## src/rtl/mem_txn_fsm.sv

```systemverilog
// rtl/mem_txn_fsm.sv - memory-side transaction engine (QSPI launch, byte streaming, read buffer)
// Optional stall watchdog: define MEM_TXN_TIMEOUT_EN.
module mem_txn_fsm #(
    parameter int MAX_LEN    = 256,
    parameter int RBUF_DEPTH = 4
`ifdef MEM_TXN_TIMEOUT_EN
    ,
    parameter int TIMEOUT_CYC = 1024
`endif
) (
    input  logic        i_clk,
    input  logic        i_rst_n,
    input  logic        i_ena,
    input  logic        i_r_w,
    input  logic        i_address_valid,
    input  logic [23:0] i_address,
    input  logic        i_length_valid,
    input  logic [8:0]  i_length,
    input  logic [7:0]  i_wr_data,
    input  logic        i_wr_valid,
    output logic        o_wr_ready,
    output logic [7:0]  o_rd_data,
    output logic        o_rd_valid,
    input  logic        i_rd_ready,
    output logic        o_txn_done,
    output logic        o_len_err,
    output logic        o_timeout,
    output logic        o_q_cmd_valid,
    input  logic        i_q_cmd_ready,
    output logic        o_q_rw,
    output logic [23:0] o_q_addr,
    output logic [8:0]  o_q_len,
    output logic [7:0]  o_q_wdata,
    output logic        o_q_wvalid,
    input  logic        i_q_wready,
    input  logic [7:0]  i_q_rdata,
    input  logic        i_q_rvalid,
    input  logic        i_q_done
);
    localparam int         PW         = $clog2(RBUF_DEPTH);
    localparam logic [8:0] LP_MAX_LEN = 9'(MAX_LEN);
    localparam logic [PW:0] LP_DEPTH  = (PW+1)'(RBUF_DEPTH);

    typedef enum logic [2:0] {S_IDLE, S_ARM, S_ISSUE, S_WDATA, S_RDATA, S_DRAIN} state_t;
    state_t r_state, w_state_nxt;

    logic [23:0]   r_addr;
    logic [8:0]    r_len;
    logic          r_len_seen;
    logic          r_rw;
    logic [8:0]    r_cnt;
    logic          r_qdone;
    logic          r_len_err;
    logic [7:0]    r_buf [RBUF_DEPTH];
    logic [PW-1:0] r_wptr, r_rptr;
    logic [PW:0]   r_count;

    logic w_len_take, w_len_clamp, w_cmd_hs, w_wr_hs, w_full;
    logic w_push, w_drop, w_pop, w_byte_hs, w_last, w_timeout_hit;

    assign w_len_take  = i_length_valid &&
                         ((r_state == S_IDLE && i_address_valid) || r_state == S_ARM);
    assign w_len_clamp = i_length > LP_MAX_LEN;
    assign w_cmd_hs    = o_q_cmd_valid && i_q_cmd_ready;
    assign w_wr_hs     = o_q_wvalid && i_q_wready;
    assign w_full      = r_count == LP_DEPTH;
    assign w_push      = i_q_rvalid && r_state == S_RDATA && !w_full;
    assign w_drop      = i_q_rvalid && !w_push;
    assign w_pop       = o_rd_valid && i_rd_ready;
    assign w_byte_hs   = w_wr_hs || w_push;
    assign w_last      = (r_cnt + 9'd1) == r_len;

    assign o_txn_done    = r_state == S_IDLE;
    assign o_q_cmd_valid = r_state == S_ISSUE;
    assign o_q_rw        = r_rw;
    assign o_q_addr      = r_addr;
    assign o_q_len       = r_len;
    assign o_len_err     = r_len_err;
    assign o_q_wvalid    = r_state == S_WDATA && i_wr_valid;
    assign o_wr_ready    = r_state == S_WDATA && i_q_wready;
    assign o_q_wdata     = (r_state == S_WDATA) ? i_wr_data : 8'h00;
    assign o_rd_valid    = r_count != '0;
    assign o_rd_data     = o_rd_valid ? r_buf[r_rptr] : 8'h00;

    always_comb begin
        w_state_nxt = r_state;
        case (r_state)
            S_IDLE:  if (i_address_valid) w_state_nxt = S_ARM;
            S_ARM:   if (i_ena && r_len_seen) w_state_nxt = (r_len == 9'd0) ? S_IDLE : S_ISSUE;
            S_ISSUE: if (w_cmd_hs) w_state_nxt = r_rw ? S_RDATA : S_WDATA;
            S_WDATA: if (w_wr_hs && w_last) w_state_nxt = S_DRAIN;
            S_RDATA: if (w_push && w_last) w_state_nxt = S_DRAIN;
            S_DRAIN: if ((r_qdone || i_q_done) && r_count == '0) w_state_nxt = S_IDLE;
            default: w_state_nxt = S_IDLE;
        endcase
        if (w_timeout_hit) w_state_nxt = S_IDLE;
    end

    always_ff @(posedge i_clk or negedge i_rst_n) begin
        if (!i_rst_n) begin
            r_state    <= S_IDLE;
            r_addr     <= '0;
            r_len      <= '0;
            r_len_seen <= 1'b0;
            r_rw       <= 1'b0;
            r_cnt      <= '0;
            r_qdone    <= 1'b0;
            r_len_err  <= 1'b0;
        end else begin
            r_state <= w_state_nxt;
            if (r_state == S_IDLE && i_address_valid) begin
                r_addr     <= i_address;
                r_len_seen <= 1'b0;
            end
            if (w_len_take) begin
                r_len      <= w_len_clamp ? LP_MAX_LEN : i_length;
                r_len_seen <= 1'b1;
            end
            if ((w_len_take && w_len_clamp) || w_drop) r_len_err <= 1'b1;
            if (i_q_done) r_qdone <= 1'b1;
            // Per-transfer state is reset as the command is launched.
            if (r_state == S_ARM && w_state_nxt == S_ISSUE) begin
                r_rw    <= i_r_w;
                r_cnt   <= '0;
                r_qdone <= 1'b0;
            end else if (w_byte_hs) begin
                r_cnt <= r_cnt + 9'd1;
            end
        end
    end

    always_ff @(posedge i_clk or negedge i_rst_n) begin
        if (!i_rst_n) begin
            r_wptr  <= '0;
            r_rptr  <= '0;
            r_count <= '0;
        end else if (w_timeout_hit) begin
            r_wptr  <= '0;
            r_rptr  <= '0;
            r_count <= '0;
        end else begin
            if (w_push) r_wptr <= r_wptr + PW'(1);
            if (w_pop)  r_rptr <= r_rptr + PW'(1);
            if (w_push && !w_pop)      r_count <= r_count + (PW+1)'(1);
            else if (w_pop && !w_push) r_count <= r_count - (PW+1)'(1);
        end
    end

    always_ff @(posedge i_clk) begin
        if (w_push) r_buf[r_wptr] <= i_q_rdata;
    end

`ifdef MEM_TXN_TIMEOUT_EN
    localparam int TO_W = $clog2(TIMEOUT_CYC + 1);
    logic [TO_W-1:0] r_to_cnt;
    logic            r_timeout;
    logic            w_active, w_progress;

    assign w_active      = r_state inside {S_ISSUE, S_WDATA, S_RDATA, S_DRAIN};
    assign w_progress    = w_byte_hs || w_pop || w_cmd_hs || i_q_done;
    assign w_timeout_hit = w_active && !w_progress && r_to_cnt == TO_W'(TIMEOUT_CYC - 1);
    assign o_timeout     = r_timeout;

    always_ff @(posedge i_clk or negedge i_rst_n) begin
        if (!i_rst_n) begin
            r_to_cnt  <= '0;
            r_timeout <= 1'b0;
        end else begin
            if (!w_active || w_progress || w_state_nxt != r_state) r_to_cnt <= '0;
            else                                                   r_to_cnt <= r_to_cnt + TO_W'(1);
            if (w_timeout_hit) r_timeout <= 1'b1;
        end
    end
`else
    assign w_timeout_hit = 1'b0;
    assign o_timeout     = 1'b0;
`endif
endmodule

```

## config.mk

```make
export PLATFORM = sky130hd
export DESIGN_NAME = mem_txn_fsm
export DESIGN_NICKNAME = d
export VERILOG_FILES = /design/src/rtl/mem_txn_fsm.sv
export SDC_FILE = /design/constraint.sdc
export NUM_CORES = 1
export LEC_CHECK = 0
export CORE_MARGIN = 2
export CORE_UTILIZATION = 48
export CTS_CLUSTER_SIZE = 28
export DETAILED_ROUTE_END_ITERATION = 12
export HOLD_SLACK_MARGIN = 0.12
export PLACE_DENSITY = 0.85
export SETUP_SLACK_MARGIN = 0.2
export SKIP_CTS_REPAIR_TIMING = 1
export SLEW_MARGIN = 20
export SYNTH_ARGS = -nofsm -noshare
export SYNTH_HDL_FRONTEND = slang
export SYNTH_SLANG_ARGS = --single-unit
```

## constraint.sdc

```tcl
create_clock -name i_clk -period 2.5 [get_ports i_clk]
set_input_delay 0.25 -clock i_clk [delete_from_list [all_inputs] [get_ports i_clk]]
set_output_delay 0.25 -clock i_clk [all_outputs]
set_load 0.02 [all_outputs]
```

# ---- After elaboration in Yosys (flattened, before gate mapping)
# Memories as Yosys holds them, arrays and structs flattened.
# Cells that the tools add are included.
dict set report totals {
  ff_bits 56
  ram_bits 32
  in_bits 61
  output_inout_bits 57
  wordCells 81
  n_memories 1
}
dict set report op_classes {
  add_sub_neg 5
  order_cmp 1
  eq_ne 8
  mux 22
  n_reduce_logical 33
}
# memory depth width read_ports rd_clocked_by_memory_dff wr line_no
set memory_table {}
lappend memory_table {r_buf 4 8 1 0 1 54} ;# logic [7:0] r_buf [RBUF_DEPTH];
# op count
set op_table {}
lappend op_table {{$mux 3} 9}
lappend op_table {{$mux 9} 3}
lappend op_table {{$logic_and 1x1->1} 18}
lappend op_table {{$pmux 3 s6} 1}
lappend op_table {{$mux 8} 2}
lappend op_table {{$add 9x1->9 const B} 1}
lappend op_table {{$eq 3x2->1 const B} 3}
lappend op_table {{$eq 3x3->1 const B} 3}
lappend op_table {{$eq 9x9->1} 1}
lappend op_table {{$gt 9x9->1 const B} 1}
lappend op_table {{$logic_not 9->1} 1}
lappend op_table {{$reduce_bool 2->1} 4}
lappend op_table {{$logic_not 3->1} 2}
lappend op_table {{$mux 1} 6}
lappend op_table {{$add 2x1->2 const B} 2}
lappend op_table {{$logic_or 1x1->1} 4}
lappend op_table {{$add 3x1->3 const B} 1}
lappend op_table {{$eq 3x1->1 const B} 1}
lappend op_table {{$logic_not 1->1} 3}
lappend op_table {{$reduce_bool 3->1} 1}
lappend op_table {{$sub 3x1->3 const B} 1}
lappend op_table {{$mux 2} 1}

# ---- Depth between registers and ports, before layout
dict set report logic_depth {
  word_depth 9
  depth_mapped 10
  depth_no_buf 8
}

# ---- Least setup slack after synthesis
# OpenSTA, ideal clock, no wires.
dict set report synth_timing {
  path_type {register to register}
  startpoint {reg r_count[1]}
  endpoint {reg r_count[1]}
  setup_time_ps 125
  arrival_ps 2101
  required_time_ps 2375
  path_slack_ps 275
  path_stages_with_launch 8
  n_path_buf 1
  period_less_slack_ps 2225
  cell_sequence {dfrtp_1 > or3b_1 > and2_1 > clkbuf_1 > ha_1 > inv_1 > fa_1 > mux2_2}
}
dict set report synth_via {
  elab_chain_len 6
  elab_cells_between_ends 14
  cone_classes {2 x add/sub; 1 x eq/ne; 2 x mux; 9 x reduce/logical}
}
# element line_no
set synth_rtl {}
lappend synth_rtl {{start, declared} 56} ;# logic [PW:0] r_count;
lappend synth_rtl {{start signal, assigned} 144} ;# if (w_push && !w_pop) r_count <= r_count + (PW+1)'(1);
lappend synth_rtl {{start signal, assigned} 145} ;# else if (w_pop && !w_push) r_count <= r_count - (PW+1)'(1);
lappend synth_rtl {{$eq 3x3->1 *} 66} ;# assign w_full = r_count == LP_DEPTH;
lappend synth_rtl {{$logic_not 1->1 *} 67} ;# assign w_push = i_q_rvalid && r_state == S_RDATA && !w_full;
lappend synth_rtl {{$logic_and 1x1->1 *} 67}
lappend synth_rtl {{net w_push} 59} ;# logic w_push, w_drop, w_pop, w_byte_hs, w_last, w_timeout_hit;
lappend synth_rtl {{$logic_not 1->1} 145}
lappend synth_rtl {{$logic_and 1x1->1} 145}
lappend synth_rtl {{$reduce_bool 2->1 (no line)} --}
# Mark *: on every way through the listed nets, which the timed path passes. The rest lies on a longest branch. The select of a mux whose other input is x is not followed.
# A chain may end at the register's enable or synchronous reset.

# ---- Worst setup path in the final report
dict set report layout_timing {
  startpoint {reg r_state[2]}
  endpoint {out o_wr_ready}
}
dict set report layout_via {
  elab_chain_len 2
}
# element line_no
set layout_rtl {}
lappend layout_rtl {{start, declared} 45} ;# state_t r_state, w_state_nxt;
lappend layout_rtl {{start signal, assigned} 110} ;# r_state <= w_state_nxt;
lappend layout_rtl {{$eq 3x2->1} 80} ;# assign o_wr_ready = r_state == S_WDATA && i_q_wready;
lappend layout_rtl {{$logic_and 1x1->1} 80}
lappend layout_rtl {{end, declared} 21} ;# output logic o_wr_ready,
# Every way passes these cells.

==> reports/qor.yml <==
status: "complete, no violations"
wirelength_microns: 8670
cts.sinks: 88
async_reset_ff_share_pct: 63.6
initial_core_util_pct: 49.9
netlist_area_sq_um: 4120
root_buffer: "clkbuf_8"
path_class: "reg2out"
min_period_ps: 2220
seq_area_frac_synth_pct: 57.4
place_ws_ps: 197
cts_tree: "done"
clkTransAtPathRegs_ps: 100
drt-vias-per-instance: 5.27
setup_viol: 0
syn_nets: 391
drc_errors: 0
dieArea_sq_um: 9340
antenna_found_initial: 0
cp-start-kind: "register"
synth-edff-count: 32
ios: 118
fin_util_pct: 68.2
fin_crit_sh_pct: 88.9
synthDistinctLibCells: 51
power_frac_seq_pct: 39.0
cts.path.max_buffers: 2
die_w_microns: 96.6
grt_usage_pct: 19.0
p_sw_share_pct: 37.9
max_slew_margin_pct: 53.4
synth_ff_type: "dfrtp_1"
vdd_drop_max_mv: 0.594
p_int_mw: 3.81
cellLeakagePower_nw: 2.38
worst_pin_slew_ps: 699
hp-class: "in2reg"
ant_nets: 0
drt-wirelength-per-cell_microns: 15.6
portBuffers: 116
vias: 2920
finalHoldViolations: 0
required_ps: 2250
clk_latency_ps: 350
combPwrFrac_pct: 45.5
synth-seq-cells: 88
rows: 33
final_cell_mix: "107 x clkdlybuf4s50_1, 56 x dfrtp_1, 32 x nand2_1, 32 x edfxtp_1, 26 x mux2_2"
p_sw_mw: 2.33
final_common_cell: "clkdlybuf4s50_1"
synth_area_per_cell_sq_um: 12.7
syn_to_final_growth_pct: 36.7
maxCapViolCount: 0
grt_first_pass_wirelength_microns: 14300
final_nets: 512
yosysWarnings: 0
core_area_sq_um: 8260
clock_skew_ps: 13.4
power_mw: 6.14
n_antenna_cell: 0
cts_buffers: 9
fin_setup_tns_ps: 0
grt_pass1_vias: 3003
clock_power_share_pct: 15.5
power_density_nw_per_um2: 1090
rsz0062_at_grt: "false"
critPathMaxFanout: 10
slew_viol_final: 0
die_h_microns: 96.6
drive_gt1_share_pct: 15.1
fin_cells: 554
dpl.hpwl_microns: 6410
cp.arrival_ps: 1970
end_kind: "primary output"
initialDrtViolationCount: 85
max_freq_mhz: 450
grt_overflow: 0
gp_congestion: 0.809
grt_max_degree: 57
syn_inst: 323
setup_slack_ps: 278
dp_cells: 537
h-tree-depth: 3
firstDrtPassIters: 4
worst paths after layout:
check | from | depth (start not counted) | end | slack (ps)
min in group asynchronous | i_rst_n | 3 | o_q_len[6] | 530
worst min register to register | r_qdone | 2 | r_qdone | 500
worst max-delay path | r_state[2] | 2 | o_wr_ready | 280
max in group asynchronous | i_rst_n | 3 | o_q_addr[9] | 1470
worst min-delay path | i_length[2] | 3 | o_q_len[2] | 480
worst max register to register | r_cnt[0] | 6 | r_state[2] | 280
per-stage QoR:
stage                     hold slack [ps]  cell area [sq um]
after floorplan                     -45.6               4120
after detailed placement              434               5400
after CTS                            36.7               5590
final                                 482               5630
after global placement                419               5400
after global routing                  476               5630
area by class of cell:
cell class                      count  area (sq um)
Fill cell                         607          2630
Sequential cell                    88          2360
Multi-Input combinational cell    214          1670
Timing Repair Buffer              126          1260
Tap cell                          105           131
Clock buffer                        9           124
Clock inverter                      7          67.6
Inverter                            5          18.8
worst max-delay path, stage by stage (launching register included):
cell and delay, ps:
dfrtp_1 520, and4b_1 430, clkdlybuf4s50_1 670
Yosys cell counts (2+ instances only):
cell	count	area, sq um
clkbuf_1	8	30.0
nand2_1	32	120
edfxtp_1	32	961
ha_1	6	75.1
nor3_1	8	40.0
o31ai_1	2	15.0
o21ai_0	8	40.0
and3_1	14	87.6
dfrtp_1	56	1400
a21oi_1	3	15.0
nand3_1	5	25.0
nor3b_1	4	30.0
buf_4	3	22.5
nor4_1	2	12.5
buf_2	5	25.0
mux4_2	8	180
nand2b_1	2	12.5
xor2_1	6	52.6
or3_1	4	25.0
nor2_1	18	67.6
nand4_1	2	12.5
inv_1	5	18.8
nand3b_1	9	67.6
mux2_2	26	293
nor2b_1	6	37.5
and2_1	10	62.6
xnor2_1	15	131
kinds of logic after synthesis:
kind of cell               Yosys count  share of synthesized area, %
AOI/OAI and AO/OA                   25                          4.59
xor gates and xnor gates            21                          4.47
adders and majority gates            7                          2.31
buffers and inverters               21                          2.34
DFF                                 88                          57.4
muxes                               35                          11.7
other                                1                        0.0911
and+or+nand+nor                    125                          17.1
power groups by stage:
stage | logic, mW | clock network, mW | registers [mW]
detailed placement | 2.82 | 0 | 2.41
global placement | 2.74 | 0 | 2.38
global route | 3.01 | 1.04 | 2.47
finish | 2.80 | 0.954 | 2.40
floorplan | 1.49 | 0 | 2.56
CTS | 2.84 | 0.977 | 2.39
metal layers:
layer	routed length [microns]	vias up	GRT usage [%]	part of all wire, %
met4	119	0	7.04	1.4
li1	-	1401	-	-
met1	3740	1418	24.0	43
met5	0	-	0	0
met2	4310	90	32.1	50
met3	501	11	4.55	5.8
registers in the layout, summed over array words and instances, names as in the netlist, 2 cells and up:
register	count
o_q_addr	24
r_wptr	2
o_q_len	9
r_count	3
r_cnt	9
r_buf	32
r_rptr	2
r_state	3
No activity file was read; power rests on OpenSTA's default activity.
==> edit, RTL diff (config.mk and constraints unchanged) <==
The parameter `RBUF_DEPTH` goes from 4 to 8.
--- a/src/rtl/mem_txn_fsm.sv
+++ b/src/rtl/mem_txn_fsm.sv
@@ -4,3 +4,3 @@
     parameter int MAX_LEN    = 256,
-    parameter int RBUF_DEPTH = 4
+    parameter int RBUF_DEPTH = 8
 `ifdef MEM_TXN_TIMEOUT_EN
Formal check against the unedited RTL: not equivalent (a bounded check fails within 10 cycles, from zero or initial values and one cycle with i_rst_n low).
==> edit against the original RTL <==
Critical path depth is 5 higher. Combinational power is 30% higher. Worst hold slack worse by 0.053 ns. Via count is 29% higher. Synthesized area is 34% higher. Power is 49% higher. Routed wire length is 43% higher. Sequential power is 26% higher. Final area is 38% higher. Worst setup slack worse by 0.17 ns. Register-to-register slack worse by 0.13 ns. Sequential cell count is 35 higher. Fmax is 7.2% lower.
==> edit: results (changes against the original RTL) <==
- Lkg Pwr: 3.17 nW (was 2.38 nW)
- Worst skew pair latency: 0.41 ns (was 0.35 ns)
- EDFF count, synth: 64 (was 32)
- Top layer in use: met4 (unchanged)
- First-pass GRT wire length: 20100 µm (was 14300 µm)
- Commonest cells post-synth: edfxtp_1 (64), dfrtp_1 (59), nand2_1 (37) (was dfrtp_1 (56), edfxtp_1 (32), nand2_1 (32))
- Worst setup path start: r_rptr[0] (was r_state[2])
- Max Root-Sink Buffers: 2 (unchanged)
- CP Capture Point: o_rd_data[2] (was o_wr_ready)
- CP Data Arrival Time: 2.14 ns (was 1.97 ns)
- Synth top area cells: edfxtp_1 (35%), dfrtp_1 (27%), mux4_2 (6.5%), mux2_2 (5.3%), xnor2_1 (2.7%) (was dfrtp_1 (34%), edfxtp_1 (23%), mux2_2 (7.1%), mux4_2 (4.4%), xnor2_1 (3.2%))
- FF-to-FF End: r_count[3] (was r_state[2])
- Final worst path period need: 2.39 ns (was 2.22 ns)
- Htree depth: 4 (was 3)
- CTS root buf: clkbuf_16 (was clkbuf_8)
- Pint: 6.07 mW (was 3.81 mW)
- Slowest stage cell, crit path: mux4_2 (was clkdlybuf4s50_1)
- Crit Path Max Fanout: 13 (was 10)
- Port bufs: 116 (unchanged)
- Dpl ws: 0.0408 ns (was 0.197 ns)
- CTS clock-pin slew for the worst setup and hold paths: 0.06 ns (was 0.10 ns)
- Diode count: 0 (unchanged)
- Wire length per cell: 17.7 µm (was 15.6 µm)
- Number of global-route vias before repair: 3973 (was 3003)
- Status: complete, no violations (unchanged)
- Largest net degree at the start of global routing: 60 (was 57)
- Nets@finish: 612 (was 512)
- DR vias/cell: 5.40 (was 5.27)
- Antenna violations before repair: 0 (unchanged)
- Post-DP HPWL: 8420 µm (was 6410 µm)
- Ys Warns: 0 (unchanged)
- Met3 Wirelength: 864 µm (was 501 µm)
- Total track usage: 0.211 (was 0.190)
- TritonCTS Buffers: 17 (was 9)
- Type of the worst min-delay path: input port to flip-flop (unchanged)
- Worst Skew: 0.00655 ns (was 0.0134 ns)
- Layout cell share with drive strength beyond 1: 0.224 (was 0.151)
- Worst R2R Path Depth: 11 (was 6)
- Netlist cell types: 56 (was 51)
- Main synth FF type: edfxtp_1 (was dfrtp_1)
- R2r setup slk: 0.15 ns (was 0.28 ns)
- Asr flop ratio synth: 0.480 (was 0.636)
- Iteration-0 DRC Markers: 189 (was 85)
- Largest reg by FF count: r_buf (unchanged)
- Peak VDD IR: 862 µV (was 594 µV)
- Max FFs per register: 64 (was 32)
- M1 WL: 4920 µm (was 3740 µm)
- RD Place Congestion: 0.828 (was 0.809)
- Seq/Total Area, Yosys: 0.614 (was 0.574)
- Largest stage delay on the critical path: 0.50 ns (was 0.67 ns)
- Worst rel slew slack: 0.520 (was 0.534)
- Detail Route met2 WL: 6450 µm (was 4310 µm)
- RR Startpoint: r_count[0] (was r_cnt[0])
- DR pass1 iterations: 4 (unchanged)
- Mapped Nets: 466 (was 391)
## edit: cell types whose count changed after synthesis, sizes merged, moves of 3 or more
cell    delta
edfxtp    +32
and3      -13
buf        +8
mux2i      +8
mux4       +8
nor2       +7
a21oi      +5
nand2      +5
clkbuf     -4
dfrtp      +3
nor4b      +3
## edit: cell type report
cell class / instances / area, µm²
clock buffer: 17 / 425
clock inverter: 15 / 188
fill: 790 / 3560
timing repair buffer: 147 / 1460
sequential: 123 / 3400
inverter: 7 / 31.3
multi-input combinational: 248 / 2070
tap: 143 / 179
## edit: power by group through the flow
stage / Clock [mW] / Sequential, mW / Combinational [mW]
floorplan: 0 / 3.19 / 1.88
global placement: 0 / 3.04 / 3.37
detailed placement: 0 / 3.07 / 3.48
CTS: 2.54 / 3.05 / 3.52
global route: 2.63 / 3.10 / 3.92
finish: 2.50 / 3.03 / 3.64
## edit: cell families (layout without fill, tap and decap cells)
group	Yosys count	count (layout)	share of synthesized area
compound gates	35	35	0.0470
xor+xnor	23	23	0.0364
fa+ha+maj	7	7	0.0172
buf+inv	27	186	0.0226
flops	123	123	0.614
mux	51	51	0.134
other cells	1	1	0.000677
simple gates	131	131	0.128
## edit: stage by stage
step,std cells,TNS [ns],cell area [µm²],hold WS [ns]
after global routing,700,0,7760,0.425
after floorplan,398,0,5580,-0.0456
after detailed placement,654,0,6960,0.445
after CTS,686,-1.91,7570,0.00778
final,700,0,7760,0.429
after global placement,654,0,6960,0.434
## edit: layer usage
layer / vias up / global-route usage
met5: - / 0
met4: 0 / 0.0650
met3: 17 / 0.0811
met2: 128 / 0.362
met1: 1868 / 0.249
li1: 1766 / -
## edit: critical path, delay by kind of cell (launching register included)
kind	cells	cell delay, ns
buf+inv	4	0.62
mux	2	0.69
simple gates	1	0.06
flops	1	0.37
## edit: how the worst min path moves through the flow
stage | from | endpoint | slack (ns) | cells past startpoint
3_3_place_gp | i_rst_n | o_q_len[5] | 0.43 | 2
3_5_place_dp | i_rst_n | r_cnt[8] | 0.45 | 2
4_1_cts | i_rst_n | r_cnt[8] | 0.008 | 2
6_report | i_length[4] | o_q_len[4] | 0.43 | 3
2_1_floorplan | i_rst_n | o_len_err | -0.05 | 0
5_1_grt | i_length[4] | o_q_len[4] | 0.43 | 3
